### config.mk
export PLATFORM = sky130hd
export DESIGN_NAME = decp_sched
export DESIGN_NICKNAME = d
export VERILOG_FILES = /design/src/rtl/decp_sched.sv
export SDC_FILE = /design/constraint.sdc
export NUM_CORES = 1
export LEC_CHECK = 0
export CAP_MARGIN = 10
export CORE_MARGIN = 5
export CORE_UTILIZATION = 60
export CTS_CLUSTER_SIZE = 14
export DETAILED_ROUTE_END_ITERATION = 8
export GPL_TIMING_DRIVEN = 0
export HOLD_SLACK_MARGIN = 0.08
export PLACE_DENSITY = 0.82
export SYNTH_ARGS = -nofsm -noshare
export SYNTH_HDL_FRONTEND = slang
export SYNTH_SLANG_ARGS = --single-unit
export TNS_END_PERCENT = 1
### constraint.sdc
create_clock -name clk -period 4.7 [get_ports clk]
set_input_delay 0.705 -clock clk [delete_from_list [all_inputs] [get_ports clk]]
set_output_delay 0.705 -clock clk [all_outputs]
set_load 0.1 [all_outputs]
### src/rtl/decp_sched.sv
// Receive-side de-cyclic-prefix scheduler: drops the CP of each symbol by gating FIFO
// writes, then drains each fully buffered N-sample body toward the FFT under fft_rdy.
module decp_sched #(
    parameter int N       = 512,
    parameter int CP_LEN  = 32,
    parameter int MAX_SYM = 7
) (
    input  logic       clk,
    input  logic       rst,
    input  logic       start,
    input  logic [2:0] sym_num,
    input  logic       di_vld,
    input  logic       fft_rdy,
    input  logic       fifo_empty,
    output logic       wr_en,
    output logic       rd_en,
    output logic       sym_start,
    output logic       sym_last,
    output logic [2:0] sym_idx,
    output logic       busy,
    output logic       done,
    output logic       err
);

    typedef enum logic [1:0] {W_IDLE, W_CP, W_BODY} w_state_t;
    typedef enum logic [1:0] {R_IDLE, R_READ, R_DONE} r_state_t;

    localparam logic [5:0] CP_LAST = 6'(CP_LEN - 1);
    localparam logic [9:0] N_LAST  = 10'(N - 1);

    w_state_t   w_state, w_next;
    r_state_t   r_state, r_next;
    logic [5:0] cp_cnt;
    logic [9:0] body_cnt;
    logic [9:0] rd_cnt;
    logic [3:0] wr_sym;
    logic [3:0] rd_sym;
    logic [3:0] avail;
    logic [3:0] avail_next;
    logic [2:0] num_q;
    logic       wr_last;

    logic sym_bad, accept, body_end, rd_end, frame_end;

    assign sym_bad   = (sym_num == 3'd0) || (int'(sym_num) > MAX_SYM);
    assign accept    = start && !busy && !sym_bad;
    assign body_end  = (w_state == W_BODY) && di_vld && (body_cnt == N_LAST);
    assign rd_en     = (r_state == R_READ) && fft_rdy;
    assign rd_end    = rd_en && (rd_cnt == N_LAST);
    assign frame_end = rd_end && (rd_sym + 4'd1 == {1'b0, num_q});
    assign sym_start = rd_en && (rd_cnt == 10'd0);
    assign sym_last  = frame_end;
    assign sym_idx   = rd_sym[2:0];

    // A symbol becomes readable when its last body write lands (wr_last is aligned
    // with that wr_en), so reads never overtake the FIFO write side.
    assign avail_next = avail + {3'b000, wr_last} - {3'b000, rd_end};

    // NOTE: every signal driven in always_comb gets a default first so no latch is inferred.
    always_comb begin
        w_next = w_state;
        unique case (w_state)
            W_IDLE:  if (accept) w_next = W_CP;
            W_CP:    if (di_vld && cp_cnt == CP_LAST) w_next = W_BODY;
            W_BODY:  if (body_end) w_next = (wr_sym + 4'd1 == {1'b0, num_q}) ? W_IDLE : W_CP;
            default: w_next = W_IDLE;
        endcase
    end

    always_comb begin
        r_next = r_state;
        unique case (r_state)
            R_IDLE: if (busy && avail != 4'd0) r_next = R_READ;
            R_READ: begin
                if (frame_end)                 r_next = R_DONE;
                else if (rd_end)               r_next = (avail_next != 4'd0) ? R_READ : R_IDLE;
            end
            R_DONE:  r_next = R_IDLE;
            default: r_next = R_IDLE;
        endcase
    end

    // NOTE: state registers use non-blocking assignments so every flop samples pre-edge values.
    always_ff @(posedge clk) begin
        if (rst) begin
            w_state  <= W_IDLE;
            cp_cnt   <= '0;
            body_cnt <= '0;
            wr_sym   <= '0;
            num_q    <= '0;
            wr_en    <= 1'b0;
            wr_last  <= 1'b0;
        end else begin
            w_state <= w_next;
            wr_en   <= (w_state == W_BODY) && di_vld;
            wr_last <= body_end;
            if (accept) begin
                // A valid sample in the start cycle is already CP sample 0.
                num_q    <= sym_num;
                cp_cnt   <= di_vld ? 6'd1 : 6'd0;
                body_cnt <= '0;
                wr_sym   <= '0;
            end else begin
                if (w_state == W_CP && di_vld)
                    cp_cnt <= (cp_cnt == CP_LAST) ? 6'd0 : cp_cnt + 6'd1;
                if (w_state == W_BODY && di_vld)
                    body_cnt <= body_end ? 10'd0 : body_cnt + 10'd1;
                if (body_end)
                    wr_sym <= wr_sym + 4'd1;
            end
        end
    end

    always_ff @(posedge clk) begin
        if (rst) begin
            r_state <= R_IDLE;
            rd_cnt  <= '0;
            rd_sym  <= '0;
            avail   <= '0;
            busy    <= 1'b0;
            done    <= 1'b0;
            err     <= 1'b0;
        end else begin
            r_state <= r_next;
            done    <= frame_end;
            err     <= (start && (busy || sym_bad)) || (rd_en && fifo_empty);
            if (accept) begin
                rd_cnt <= '0;
                rd_sym <= '0;
                avail  <= '0;
                busy   <= 1'b1;
            end else begin
                avail <= avail_next;
                if (rd_en)
                    rd_cnt <= rd_end ? 10'd0 : rd_cnt + 10'd1;
                if (rd_end)
                    rd_sym <= rd_sym + 4'd1;
                if (r_state == R_DONE)
                    busy <= 1'b0;
            end
        end
    end

endmodule
==> results.tsv <==
metric	value	unit
Clock Latency Late Sink	310	ps
Hold Startpoint	rd_cnt[1]	
Iter 0 DRT Violations	131	
worst path required time	3990	ps
most common cell after layout, fill and taps aside	dfxtp_1	
first-pass detailed-route iteration total	4	
synth top area cells	dfxtp_1, nor2_1, xor2_1, ha_1, nand2_1	
PnR Total Power	746	µW
clk root buf	clkbuf_8	
Finished Cell Area	2760	µm²
startpoint type of the worst setup path	primary input	
global-route usage over all layers	19.7	%
first-pass GRT wire length	8.30	mm
Placer Congestion	0.827	
hold path depth	2	
fin nets	332	
core box area	3970	µm²
drt total wl	4.70	mm
sequential share of the synthesized area	41.1	%
P_leak	0.00100	µW
P per Cell Area	270	nW/µm²
dpl hpwl	3.42	mm
remaining antenna violation count	0	
FF+latch count, synth	50	
clk buf depth	2	
met1 usage	25.7	%
via/cell ratio	5.48	
# clock sinks	50	
GR Layer Usage met2	31.5	%
CP Capture Type	output port	
die area	5430	µm²
RSZ-0062 raised after global routing	false	
post-synth top area cell	dfxtp_1	
FF-to-FF path depth	15	
initial antenna violation count	0	
routed len/inst	13.0	µm
grt peak-use layer	met2	
status	finished clean	
Netlist cell types	45	
Slew Viols, Final	0	
top_reg_cell synth	dfxtp_1	
Post-CTS Setup Bufs	0	
Crit Path Class	in -> out	
Reg2Reg Launch Point	rd_cnt[0]	
synth warn	0	
Slew HR	35.6	%
Die H	73.7	µm
Final Util	69.6	%
Max-Cap Viols	0	
# hold bufs at CTS	0	
final setup vio count	0	
Area Overhead vs Synth	13.5	%
peak supply drop	0.155	mV
pin count of the biggest net entering global routing	16	
number of global-route vias before repair	1865	
most frequent cells in the layout	dfxtp_1, nor2_1, nand2_1	
vias post-DR	1984	
Final period util	88.5	%
Clock Skew	5.66	ps
port bufs	17	
CP arrival	3460	ps
DP Area	2670	µm²
H-tree depth	2	
fin crit period	4160	ps
grt total ovfl	0	
row cnt	23	
Ports	19	
Avg Inst Size Synth	8.49	µm²
asr flop ratio synth	0	%
Die Span X	73.7	µm
Crit Path Max Fanout	10	
final-layout fill cell count	340	
fmax	0.240	GHz
share of post-route cells with drive strength above 1	7.37	%
TNS Setup	0	ps
clk slew on worst S/H paths	90	ps
Initial Utilization	61.3	%
number of synthesized flops with an enable pin	0	
number of gates resized after cts	0	
min-delay worst type	reg -> reg	
TritonCTS clock tree	built	
Worst Tran Pin Value	963	ps
post-synthesis cell area	2440	µm²
Syn Nets	308	
met3 global-route usage	5.06	%
DRC	0	
Post-Syn Instances	287	
Synth top area share	41.1	%
CP startpoint	fft_rdy	
final hold viol count	0	
antenna cells	0	
cts bufs inserted	5	
==> final cells by class <==
cell class / count / area [µm²] / share of cell area (%)
multi-input combinational: 210 / 1320 / 47.6
sequential: 50 / 1000 / 36.2
timing repair buffer: 17 / 170 / 6.16
clock buffer: 6 / 82.6 / 2.99
tap: 50 / 62.6 / 2.26
inverter: 16 / 60.1 / 2.17
buffer: 11 / 58.8 / 2.13
clock inverter: 2 / 12.5 / 0.453
==> final timing paths <==
check	to	slack (ps)
worst max register to register	r_state[0]	1600
worst max-delay path	sym_last	540
worst min-delay path	rd_cnt[1]	490
worst min register to register	rd_cnt[1]	490
==> worst max-delay path: stages <==
cell,delay (ps)
clkdlybuf4s50_1,470
and4b_1,180
buf_4,140
nand4_2,120
or3_1,370
buf_2,200
nor2_1,130
clkdlybuf4s50_1,1140
==> power breakdown <==
part / switching, µW / internal [µW] / total, µW / leakage (µW)
logic: 33.8 / 19.1 / 52.9 / 0.000549
clock network: 141 / 118 / 260 / 0.0000472
registers: 5.56 / 428 / 434 / 0.000404
==> flip-flops by register name, indices dropped and copies added, names as in the netlist <==
name      count
done          1
wr_en         1
rd_cnt       10
rd_sym        4
num_q         3
err           1
wr_last       1
cp_cnt        6
body_cnt     10
busy          1
wr_sym        4
avail         4
r_state       2
w_state       2
==> cells in the mapped netlist (8+ instances only) <==
library cell	count
inv_1	15
ha_1	11
a21oi_1	18
nand4_1	8
nand2_1	29
nor3_1	8
xnor2_1	12
dfxtp_1	50
nand3_1	13
xor2_1	17
nor2_1	43
==> per-stage QoR <==
stage | hold WS (ps) | setup slack, ps | std cells
after CTS | 487 | 530 | 362
final | 487 | 539 | 362
after floorplan | 449 | 1120 | 287
after global routing | 522 | 456 | 362
after detailed placement | 474 | 541 | 354
after global placement | 458 | 512 | 354
==> cells by family after synthesis <==
| group | share of synthesized area (%) |
|---|---|
| simple gates | 27.4 |
| buf+inv | 4.88 |
| fa+ha+maj | 6.47 |
| mux | 2.05 |
| xor+xnor | 10.4 |
| compound gates | 7.70 |
| flops | 41.1 |
==> routing by layer <==
layer  up-vias  routed length (µm)  part of all wire [%]
met5         -                   0                     0
met4         0                  73                   1.6
met3         5                 224                   4.8
met2        33                2160                    46
met1       927                2250                    48
li1       1019                   -                     -
Note: power is estimated with default switching activity, not from simulation.
